## config.mk

```make
export PLATFORM = sky130hd
export DESIGN_NAME = uart_transceiver
export DESIGN_NICKNAME = d
export VERILOG_FILES = /design/src/rtl/uart_transceiver.sv
export SDC_FILE = /design/constraint.sdc
export NUM_CORES = 1
export LEC_CHECK = 0
export CORE_UTILIZATION = 60
export DETAILED_ROUTE_END_ITERATION = 10
export PLACE_DENSITY = 0.9
export SLEW_MARGIN = 10
export SYNTH_ARGS = -nofsm -noshare
export SYNTH_HDL_FRONTEND = slang
export SYNTH_SLANG_ARGS = --single-unit
export TNS_END_PERCENT = 1
```

## constraint.sdc

```tcl
create_clock -name clk -period 3 [get_ports clk]
set_clock_uncertainty 0.2 [all_clocks]
set_input_delay 0.6 -clock clk [delete_from_list [all_inputs] [get_ports clk]]
set_output_delay 0.6 -clock clk [all_outputs]
set_load 0.02 [all_outputs]
```

## src/rtl/uart_transceiver.sv

```systemverilog
// Full-duplex 8N1 UART: 2-flop synchronized receiver with mid-bit sampling and a registered-output transmitter.
// RX strobes rx_valid ~2+9.5 bit periods after the start edge; TX ignores tx_flag while tx_done is low.
module uart_transceiver #(
  parameter int CLK_FREQ  = 65_000_000,
  parameter int BAUT_RATE = 115200
) (
  input  logic       clk,
  input  logic       sys_rst_n,
  input  logic       rxd,
  output logic [7:0] rx_data,
  output logic       rx_valid,
  input  logic [7:0] din,
  input  logic       tx_flag,
  output logic       txd,
  output logic       tx_done
);

  localparam int BIT_CNT = CLK_FREQ / BAUT_RATE;
  localparam int CW      = $clog2(BIT_CNT);

  localparam logic [CW-1:0] CNT_LAST = CW'(BIT_CNT - 1);
  localparam logic [CW-1:0] CNT_MID  = CW'(BIT_CNT / 2);
  localparam logic [CW-1:0] CNT_SYNC = CW'(2);

  typedef enum logic [1:0] {RX_IDLE, RX_START, RX_DATA, RX_STOP} rx_state_t;
  typedef enum logic       {TX_IDLE, TX_BUSY} tx_state_t;

  rx_state_t       rx_state;
  logic            rxd_s1, rxd_s2, rxd_d;
  logic [CW-1:0]   rx_cnt;
  logic [2:0]      rx_bit;
  logic [7:0]      rx_shift;

  tx_state_t       tx_state;
  logic [CW-1:0]   tx_cnt;
  logic [3:0]      tx_bit;
  logic [9:0]      tx_shift;

  always_ff @(posedge clk or negedge sys_rst_n) begin
    if (!sys_rst_n) begin
      rxd_s1   <= 1'b1;
      rxd_s2   <= 1'b1;
      rxd_d    <= 1'b1;
      rx_state <= RX_IDLE;
      rx_cnt   <= '0;
      rx_bit   <= '0;
      rx_shift <= '0;
      rx_data  <= '0;
      rx_valid <= 1'b0;
    end else begin
      rxd_s1   <= rxd;
      rxd_s2   <= rxd_s1;
      rxd_d    <= rxd_s2;
      rx_valid <= 1'b0;
      case (rx_state)
        RX_IDLE: begin
          // Start counting at 2: the synchronizer has already eaten two cycles of the start bit.
          if (rxd_d && !rxd_s2) begin
            rx_state <= RX_START;
            rx_cnt   <= CNT_SYNC;
          end
        end
        RX_START: begin
          if (rx_cnt == CNT_MID) begin
            if (rxd_s2) begin
              rx_state <= RX_IDLE;
              rx_cnt   <= '0;
            end else begin
              rx_state <= RX_DATA;
              rx_cnt   <= '0;
              rx_bit   <= '0;
            end
          end else begin
            rx_cnt <= rx_cnt + 1'b1;
          end
        end
        RX_DATA: begin
          if (rx_cnt == CNT_LAST) begin
            rx_cnt   <= '0;
            rx_shift <= {rxd_s2, rx_shift[7:1]};
            rx_bit   <= rx_bit + 3'd1;
            if (rx_bit == 3'd7) rx_state <= RX_STOP;
          end else begin
            rx_cnt <= rx_cnt + 1'b1;
          end
        end
        RX_STOP: begin
          // Leave at mid-stop so a start bit directly behind it is still caught.
          if (rx_cnt == CNT_LAST) begin
            rx_cnt   <= '0;
            rx_state <= RX_IDLE;
            if (rxd_s2) begin
              rx_data  <= rx_shift;
              rx_valid <= 1'b1;
            end
          end else begin
            rx_cnt <= rx_cnt + 1'b1;
          end
        end
        default: rx_state <= RX_IDLE;
      endcase
    end
  end

  always_ff @(posedge clk or negedge sys_rst_n) begin
    if (!sys_rst_n) begin
      tx_state <= TX_IDLE;
      tx_cnt   <= '0;
      tx_bit   <= '0;
      tx_shift <= '1;
      txd      <= 1'b1;
      tx_done  <= 1'b1;
    end else begin
      case (tx_state)
        TX_IDLE: begin
          if (tx_flag) begin
            tx_shift <= {1'b1, din, 1'b0};
            txd      <= 1'b0;
            tx_done  <= 1'b0;
            tx_cnt   <= '0;
            tx_bit   <= '0;
            tx_state <= TX_BUSY;
          end
        end
        TX_BUSY: begin
          if (tx_cnt == CNT_LAST) begin
            tx_cnt <= '0;
            if (tx_bit == 4'd9) begin
              txd      <= 1'b1;
              tx_done  <= 1'b1;
              tx_state <= TX_IDLE;
            end else begin
              tx_bit   <= tx_bit + 4'd1;
              txd      <= tx_shift[1];
              tx_shift <= {1'b1, tx_shift[9:1]};
            end
          end else begin
            tx_cnt <= tx_cnt + 1'b1;
          end
        end
        default: tx_state <= TX_IDLE;
      endcase
    end
  end

endmodule

```

## After elaboration in Yosys (flattened, before gate mapping)

Index checks and enable logic that the tools add are counted.

| word-level totals | value |
|---|---|
| register bits after elaboration | 62 |
| input port bits | 12 |
| output and inout port bits | 11 |
| logic and storage cells | 90 |

| cells by class | value |
|---|---|
| add/sub/neg operators | 4 |
| equal/unequal tests | 18 |
| muxes and demuxes | 40 |
| bitwise gates (word level) | 1 |
| reductions and logical operators | 12 |

Operator list:

| cell | number |
|---|---|
| 2-to-1 mux 10 bit | 8 |
| case mux 10 bit (2 select lines) | 2 |
| case mux 10 bit (3 select lines) | 1 |
| adder 10 x 1 -> 10 bit (second input constant) | 2 |
| equality test 10 bit (second input constant) | 2 |
| inequality test 2 bit (second input constant) | 8 |
| 2-to-1 mux 2 bit | 6 |
| 2-to-1 mux 4 bit | 3 |
| 2-to-1 mux 1 bit | 11 |
| equality test 10 x 9 -> 1 bit (second input constant) | 1 |
| 2-to-1 mux 3 bit | 3 |
| AND reduction 3 bit | 3 |
| case mux 2 bit (4 select lines) | 1 |
| case mux 4 bit (2 select lines) | 1 |
| case mux 1 bit (2 select lines) | 3 |
| case mux 3 bit (2 select lines) | 1 |
| AND reduction 5 bit | 1 |
| adder 4 x 1 -> 4 bit (second input constant) | 1 |
| equality test 2 bit (second input constant) | 2 |
| equality test 4 bit (second input constant) | 1 |
| inequality test 2 x 1 -> 1 bit (second input constant) | 2 |
| AND reduction 2 bit | 2 |
| AND reduction 4 bit | 1 |
| adder 3 x 1 -> 3 bit (second input constant) | 1 |
| other kinds (8) | 8 |

## Logic depth before layout (Yosys ltp)

Gate-level depths: netlist of the first run.

| depth | value |
|---|---|
| depth in word-level cells | 4 |
| mapped depth | 7 |
| gate-level depth less buffers | 6 |

## Worst setup path before layout of the first run

OpenSTA, ideal clock, no wires.

| timing path | value |
|---|---|
| path kind | register -> register |
| start point | register rx_cnt[1] |
| end point | register rx_data[0] |
| setup time | 0.125 ns |
| data arrival time | 1.687 ns |
| data required time | 2.675 ns |
| slack | 0.989 ns |
| cell stages (with the launch flop) | 6 |
| path through | dfrtp_1 > ha_1 > and4b_2 > nand3_4 > nor3_4 > mux2_2 |

| between the ends | value |
|---|---|
| longest elaborated chain between the ends | 2 |

Ends and longest elaborated chain:

| element | line | RTL |
|---|---|---|
| start, declared | 30 | `logic [CW-1:0] rx_cnt;` |
| start signal, assigned | 74 | `rx_cnt <= rx_cnt + 1'b1;` |
| start signal, assigned | 84 | `rx_cnt <= rx_cnt + 1'b1;` |
| start signal, assigned | 97 | `rx_cnt <= rx_cnt + 1'b1;` |
| equality test 10 bit | 89 | `if (rx_cnt == CNT_LAST) begin` |
| AND reduction 3 bit (no source line) | - |  |
| end signal, assigned | 93 | `rx_data <= rx_shift;` |
| end, declared | 10 | `output logic [7:0] rx_data,` |

No other way between the ends.
A chain may end at the register's enable or synchronous reset.

## Worst setup path in the final report of the first run

| timing path | value |
|---|---|
| start point | register txd |
| end point | output port txd |

RTL lines:

| element | line | RTL |
|---|---|---|
| start, declared | 14 | `output logic txd,` |
| start signal, assigned | 134 | `txd <= tx_shift[1];` |

No word-level cell between the ends.

==> reports/qor.yml, run 1 <==
final_layout:
  layout_common_cells: "dfrtp_1, mux2_2, nand2_1"
  fillers: 316
  drive_above_1_share: 0.277
  nets: 314
  diodes: 0
  syn2layout_area_growth_pct: 16.0
  final_common_cell: "dfrtp_1"
yosys:
  postSynthCellCount: 267
  synth_top_area_frac: 0.389
  yosys.area.top_type: "dfrtp_1"
  ys_seq_area_frac: 0.502
  synth_edf_count: 0
  yosysUniqueCellTypes: 55
  syn_nets: 286
  ys_warn_count: 0
  synthTopCellsByArea: "dfrtp_1, mux2_2, dfstp_2"
  syn_area_um2: 3020
  synth-main-ff-cell: "dfrtp_1"
  async_flop_share: 1.00
  ys_ff_latch: 60
  avgSynthCellArea_um2: 11.3
grt:
  grt_pass1_vias: 2088
  grt_max_degree: 27
  gr-total-overflow: 0
  grt_pass1_wl_mm: 9.72
  track_usage: 0.245
  grt_antenna_before_repair: 0
setup_path:
  worstPathArrival_ns: 1.47
  required_ns: 2.20
  critPathTopFamily: "buffers and inverters"
  cp_cell_sequence: "clkdlybuf4s50_1"
  cpMaxStageDelayCell: "clkdlybuf4s50_1"
  cp-start-kind: "flip-flop"
  path_max_fanout: 3
  crit_path_end_kind: "output pin"
  path_buf_inv: 1
  startpoint: "txd"
  path_class: "reg2out"
  r2r-start: "rx_cnt[1]"
  max_stage_delay_ns: 0.60
floorplanning:
  die_area_um2: 5330
  fp.dieH_um: 73.0
  core_um2: 4790
  rows: 25
  initial_core_util: 0.632
  io_pins: 23
  die_w_um: 73.0
worst_hold_path:
  hold_class: "reg2reg"
  worstHoldStart: "rxd_s1"
pwr:
  power.density_nw_per_um2: 530
  vdd_drop_max_v: 0.000399
  total_power_mw: 1.86
  leakage_nw: 1.56
cts:
  htree_levels: 3
  cts.sinks: 60
  insertion_delay_ns: 0.33
  clock_path_buffers: 2
  path_clk_slew_ns: 0.07
  cts_tree: "done"
  root_buffer: "clkbuf_8"
  cts_made_buffers: 9
placed_design:
  dp_hpwl_mm: 4.07
  gp_congestion: 0.885
  numPortBuffers: 22
drt:
  drt_wl_total_mm: 5.93
  ant_nets: 0
  wire_per_inst_um: 16.1
  vias_per_cell: 5.93
  dr.pass1.iters: 4
  drt_iter0_drc: 132
  via_count: 2176
  drc_errors: 0
timing:
  setup_tns_ns: 0
  rsz0062_at_grt: "false"
  slew_headroom: 0.656
  setup_viol: 0
  worst_pin_slew_ns: 0.514
  period_share: 0.757
  hold_violations: 0
  min_period_ns: 2.27
  slew_violations: 0
  fmax_mhz: 440
outcome:
  status: "finished, final reports clean"
run:
  cap_viol_max_count: 0
==> stage by stage <==
stage / hold WS (ns) / std cells / util / setup slack (ns) / area, um^2
after detailed placement: 0.148 / 350 / 0.691 / 0.793 / 3310
after global routing: 0.163 / 367 / 0.733 / 0.655 / 3510
after global placement: 0.147 / 350 / 0.691 / 0.849 / 3310
after CTS: 0.160 / 367 / 0.733 / 0.705 / 3510
final: 0.162 / 367 / 0.733 / 0.729 / 3510
after floorplan: 0.104 / 267 / - / 0.989 / 3020
==> flip-flops by register name, summed over array words and instances (netlist names), 3 cells and up, named ones only <==
register  count
tx_cnt       10
rx_data       8
rx_shift      8
tx_shift      8
rx_bit        3
tx_bit        4
rx_cnt       10
==> routing by layer <==
metal | up-vias | wire, um | global-route usage
met5 | - | 0 | 0
met4 | 0 | 81 | 0.0784
met3 | 9 | 250 | 0.0843
met2 | 49 | 3020 | 0.402
met1 | 1076 | 2580 | 0.303
li1 | 1042 | - | -
==> where the power goes <==
| part | internal (mW) | switching (mW) |
|---|---|---|
| combinational | 0.0985 | 0.116 |
| clock | 0.378 | 0.320 |
| sequential | 0.865 | 0.0802 |
| total | 1.34 | 0.516 |
==> repair_timing <==
action,CTS,global route
setup endpoints to repair,0,0
setup buffers,0,0
hold buffers,1,0
gates resized for setup,0,0
endpoints found under the hold margin,15,0
==> cell type report <==
type / instances / area, um^2 / area share
sequential: 60 / 1520 / 0.433
timing repair buffer: 27 / 255 / 0.0728
tap: 67 / 83.8 / 0.0239
clock buffer: 9 / 124 / 0.0353
multi-input combinational: 187 / 1420 / 0.405
inverter: 10 / 37.5 / 0.0107
clock inverter: 7 / 67.6 / 0.0193
==> cell families (layout without fill, tap and decap cells) <==
logic type / after synthesis / in the layout / share of synthesized area
AND/OR/NAND/NOR: 86 / 86 / 0.168
flip-flops: 60 / 60 / 0.502
AO/OA/AOI/OAI: 54 / 54 / 0.125
multiplexers: 38 / 38 / 0.143
buffers and inverters: 20 / 53 / 0.0281
adder cells (fa/ha/maj): 7 / 7 / 0.0290
XOR/XNOR: 2 / 2 / 0.00579
==> cells in the mapped netlist (2+ instances only) <==
master,number
or3_1,3
inv_1,10
nand3_1,9
nor2b_1,4
dfstp_2,13
a211o_1,2
mux2_2,31
nand2b_1,3
nor3_4,3
o21a_1,3
o31ai_1,3
nand4_1,5
nor3_1,2
nand2_1,26
mux2i_1,6
a31oi_1,5
o21ai_0,10
and2_1,2
clkbuf_1,6
dfrtp_1,47
o211ai_1,4
or2_2,4
xor2_1,2
ha_1,7
a31o_2,4
a21oi_1,9
nor2_1,8
a41oi_1,3
and3_1,7
==> worst paths after layout <==
check | slack [ns] | end | cells after the start
min in group asynchronous | 0.54 | rx_cnt[0] | 2
max reg2reg | 0.75 | rx_data[6] | 5
max in group asynchronous | 1.32 | tx_shift[8] | 3
min | 0.16 | rxd_s2 | 0
max | 0.73 | txd | 1
min reg2reg | 0.16 | rxd_s2 | 0
Note: power is estimated with default switching activity, not from simulation.
==> inputs of run 2 (changes only) <==
Settings changed: CORE_UTILIZATION 60 to 52, PLACE_DENSITY 0.9 to 0.83.
Clock period 3 ns to 1.9 ns, I/O delays scaled along.
==> reports/qor.yml, run 2 (synthesis results as in run 1) <==
final_layout:
  reg_top3: "rx_cnt: 10 flops, tx_cnt: 10 flops"
  layout.cells.non_filler: 405
  drive_above_1_share: 0.375
  syn2layout_area_growth_pct: 28.6
  diodes: 0
  fin_util: 0.702
  nets: 347
  final_common_cell: "dfrtp_1"
  layout_common_cells: "dfrtp_1, buf_4, nand2_1"
placed_design:
  dp_hpwl_mm: 4.49
  gp_congestion: 0.907
  place_inst: 388
  dpl_worst_slack_ns: -0.0766
  numPortBuffers: 22
floorplanning:
  io_pins: 23
  rows: 27
  die_area_um2: 6120
  die_w_um: 78.3
  initial_core_util: 0.546
  fp.dieH_um: 78.3
  core_um2: 5540
timing:
  finalWorstSetupSlack_ns: -0.109
  slew_violations: 0
  period_share: 1.06
  fmax_mhz: 498
  slew_headroom: 0.632
  min_period_ns: 2.01
  worst_pin_slew_ns: 0.549
  rsz0062_at_grt: "true"
  setup_viol: 28
  hold_violations: 0
drt:
  wire_per_inst_um: 16.5
  drt_iter0_drc: 93
  dr.pass1.iters: 4
  via_count: 2369
  top_layer_used: "met4"
  vias_per_cell: 5.85
  drc_errors: 0
  dr_wl_met2_mm: 3.41
  m1WireLength_mm: 2.85
  drt_wl_total_mm: 6.67
  ant_nets: 0
  met3_length_um: 243
cts:
  path_clk_slew_ns: 0.07
  root_buffer: "clkbuf_8"
  clock_path_buffers: 2
  cts.sinks: 60
  htree_levels: 3
  cts_setup_buffers: 0
  insertion_delay_ns: 0.34
  cts_tree: "done"
  cts_made_buffers: 9
worst_hold_path:
  hold_class: "reg2reg"
  holdPathEnd: "rxd_s2"
  whs_path_depth: 0
  worstHoldStart: "rxd_s1"
grt:
  track_usage: 0.239
  grt_pass1_wl_mm: 11.1
  grt_antenna_before_repair: 0
  grt_max_degree: 61
  grt_pass1_vias: 2412
  gr-total-overflow: 0
outcome:
  violations: "negative setup slack"
  status: "complete, but fails checks"
setup_path:
  path_class: "reg2reg"
  rrSetupSlack_ns: -0.11
  worstRegToRegCells: 6
  r2r-start: "rx_cnt[1]"
  timing.rr.end: "rx_shift[7]"
  crit_path_end_kind: "flip-flop"
  cp-start-kind: "flip-flop"
  path_max_fanout: 9
  worstPathArrival_ns: 2.04
  required_ns: 1.93
pwr:
  vdd_drop_max_v: 0.000432
  power.density_nw_per_um2: 808
  total_power_mw: 3.14
  leakage_nw: 1.87
run:
  cap_viol_max_count: 0
run 2: changes by cell type in the layout (fill, tap and decap cells not counted), moves of 4 or more:
| cell | change |
|---|---|
| buf_4 | +30 |
| dlygate4sd2_1 | +4 |
| dlymetal6s2s_1 | +6 |
| mux2_2 | -7 |
| mux2_4 | +7 |
| clkdlybuf4s50_1 | -10 |
run 2: area by class of cell:
cell class | instances | area (um^2)
Multi-Input combinational cell | 187 | 1500
Fill cell | 415 | 1650
Clock buffer | 12 | 155
Clock inverter | 4 | 47.5
Sequential cell | 60 | 1520
Timing Repair Buffer | 60 | 542
Inverter | 10 | 37.5
Tap cell | 72 | 90.1
run 2: worst max-delay path, cell delays in order (launching register included):
cell	delay [ns]
dfrtp_1	0.41
ha_2	0.20
and4b_2	0.29
nand3_4	0.13
nor3_4	0.17
buf_12	0.15
mux2_2	0.34
run 2: worst max-delay path by stage:
stage	endpoint	cells after the start	from
floorplan	rx_data[0]	5	rx_cnt[1]
global placement	rx_shift[0]	6	rx_cnt[1]
detailed placement	rx_data[7]	6	rx_cnt[1]
CTS	rx_data[2]	6	rx_cnt[1]
global route	rx_data[4]	6	rx_cnt[1]
finish	rx_shift[7]	6	rx_cnt[1]
run 2: timing repair:
action / in CTS / in global routing
pin swaps: 3 / 2
endpoints found under the hold margin: 47 / 0
setup endpoints to repair: 39 / 51
gates resized for setup: 14 / 17
hold buffers: 1 / 0
run 2: where the power goes:
part	internal (mW)	leakage (nW)	total [mW]	switching, mW
Clock	0.673	0.102	1.19	0.517
Sequential	1.37	0.734	1.46	0.0937
Combinational	0.244	1.03	0.495	0.251
Total	2.28	1.87	3.14	0.861
run 2: layer usage:
layer | vias to the layer above | global-route usage
li1 | 1102 | -
met1 | 1190 | 0.291
met2 | 58 | 0.396
met3 | 19 | 0.0570
met4 | 0 | 0.119
met5 | - | 0
run 2: through the flow:
step           area (um^2)  TNS (ns)  hold slack, ns
2_1_floorplan         3040     -1.11          -0.116
3_3_place_gp          3600    -0.327           0.162
3_5_place_dp          3600     -1.38           0.160
4_1_cts               3830     -1.41           0.170
5_1_grt               3890     -3.62           0.175
6_report              3890     -1.58           0.174
==> inputs of run 3 (changes only) <==
Settings changed: ABC_AREA from default to 1.
==> reports/qor.yml, run 3 <==
outcome:
  status: "finished, final reports clean"
grt:
  grt_pass1_vias: 2226
  grt_max_degree: 61
  grt_antenna_before_repair: 0
  gr-total-overflow: 0
  track_usage: 0.213
  grt_pass1_wl_mm: 9.74
cts:
  htree_levels: 3
  insertion_delay_ns: 0.33
  path_clk_slew_ns: 0.07
  clock_path_buffers: 2
  cts.sinks: 60
  cts_tree: "done"
  cts_made_buffers: 9
  root_buffer: "clkbuf_8"
final_layout:
  diodes: 0
  ff_latch_area_um2: 1520
  multi_input_area_um2: 1220
  fin_util: 0.668
  layout.cells.non_filler: 434
  syn2layout_area_growth_pct: 21.3
  nets: 378
  drive_above_1_share: 0.209
  final_common_cell: "nand2_1"
  reg_top3: "rx_cnt: 10 flops, tx_cnt: 10 flops"
  layout_common_cells: "nand2_1, dfrtp_1, inv_1"
  fillers: 417
floorplanning:
  initial_core_util: 0.551
  rows: 26
  io_pins: 23
  fp.dieH_um: 76.5
  die_area_um2: 5850
  core_um2: 5240
  die_w_um: 76.5
placed_design:
  numPortBuffers: 22
  dp_hpwl_mm: 3.79
  place_inst: 413
  gp_congestion: 0.812
  dpl_worst_slack_ns: -0.0334
yosys:
  ys_seq_area_frac: 0.526
  yosysUniqueCellTypes: 35
  syn_nets: 338
  avgSynthCellArea_um2: 9.04
  synth_edf_count: 0
  ys_top_cells_by_count: "nand2_1, dfrtp_1, inv_1"
  synth-main-ff-cell: "dfrtp_1"
  async_flop_share: 1.00
  synthTopCellsByArea: "dfrtp_1, dfstp_2, nand2_1"
  ys_warn_count: 0
  postSynthCellCount: 319
  ys_ff_latch: 60
  yosys.area.top_type: "dfrtp_1"
  syn_area_um2: 2880
  synth_top_area_frac: 0.408
  yosysMostFrequentCell: "nand2_1"
setup_path:
  required_ns: 1.32
  cp-start-kind: "flip-flop"
  worstPathArrival_ns: 1.25
  path_buf_inv: 1
  critPathTopFamily: "buffers and inverters"
  path_max_fanout: 1
  max_stage_delay_ns: 0.59
  crit_path_end_kind: "output pin"
  cp_cell_sequence: "clkdlybuf4s50_1"
  cpMaxStageDelayCell: "clkdlybuf4s50_1"
  rrSetupSlack_ns: 0.13
  path_class: "reg2out"
worst_hold_path:
  hold_class: "reg2reg"
timing:
  rsz0062_at_grt: "true"
  worst_pin_slew_ns: 0.376
  hold_violations: 0
  slew_violations: 0
  fmax_mhz: 546
  min_period_ns: 1.83
  finalWorstSetupSlack_ns: 0.0697
  slew_headroom: 0.748
  period_share: 0.963
  setup_viol: 0
drt:
  vias_per_cell: 5.21
  drc_errors: 0
  drt_iter0_drc: 133
  via_count: 2261
  wire_per_inst_um: 13.2
  ant_nets: 0
  dr.pass1.iters: 4
  drt_wl_total_mm: 5.75
pwr:
  power.density_nw_per_um2: 872
  vdd_drop_max_v: 0.000489
  leakage_nw: 1.76
run:
  cap_viol_max_count: 0
==> run 3: cell types whose count changed in the layout (fill, tap and decap cells not counted), moves of 6 or more <==
cell and change:
nor2_1 +11, xor2_1 +7, buf_4 -25, o21ai_0 +17
o21ai_2 +9, nand3_1 +10, inv_1 +22, mux2_4 -7
nand2_1 +53, and3_1 -6, a21oi_1 -7, mux2_2 -24
==> run 3: stage by stage <==
stage          power (mW)  hold slack (ns)  TNS [ns]  cell area [um^2]
6_report             3.05            0.157         0              3500
5_1_grt              3.21            0.160   -0.0731              3500
4_1_cts              3.06            0.158         0              3410
3_5_place_dp         1.92            0.148    -0.155              3210
3_3_place_gp         1.90            0.146         0              3210
2_1_floorplan        1.76           -0.116         0              2880
==> run 3: path summary, 6_finish.rpt <==
check | start | end | cells past startpoint
setup / recovery | rx_valid | rx_valid | 1
hold / removal | rxd_s1 | rxd_s2 | 0
setup reg to reg | rx_cnt[0] | rx_data[2] | 9
hold reg to reg | rxd_s1 | rxd_s2 | 0
max in group asynchronous | sys_rst_n | tx_done | 3
min in group asynchronous | sys_rst_n | rx_cnt[5] | 3
==> run 3: logic make-up (layout without fill, tap and decap cells) <==
kind of cell,Yosys count,in the layout,share of synthesized area
adders and majority gates,7,7,0.0304
muxes,1,1,0.00347
xor gates and xnor gates,12,12,0.0364
DFF,60,60,0.526
buffers and inverters,42,87,0.0625
and+or+nand+nor,140,140,0.217
AOI/OAI and AO/OA,57,57,0.124
==> run 3: routing by layer <==
layer	GRT usage	vias to the layer above	wire (um)
met3	0.0611	11	225
met2	0.349	52	2850
li1	-	1118	-
met1	0.261	1080	2580
met5	0	-	0
met4	0.0923	0	95
==> run 3: cell type report <==
type,instances,area share
clock buffers,10,0.0365
clock inverters,6,0.0186
inverters,37,0.0404
multi-input cells,217,0.348
flip-flops and latches,60,0.434
well taps,70,0.0250
repair buffers,34,0.0980
==> run 3: power by group <==
group	switching (mW)	internal, mW	total, mW
Clock	0.521	0.605	1.13
Combinational	0.313	0.178	0.491
Sequential	0.0869	1.35	1.43
==> run 3: timing repair <==
action | CTS | global route
hold endpoints to repair | 47 | 0
gates cloned | 0 | 0
resized for setup | 4 | 17
setup endpoints to repair | 4 | 32
hold buffers | 1 | 0
buffers inserted | 0 | 4
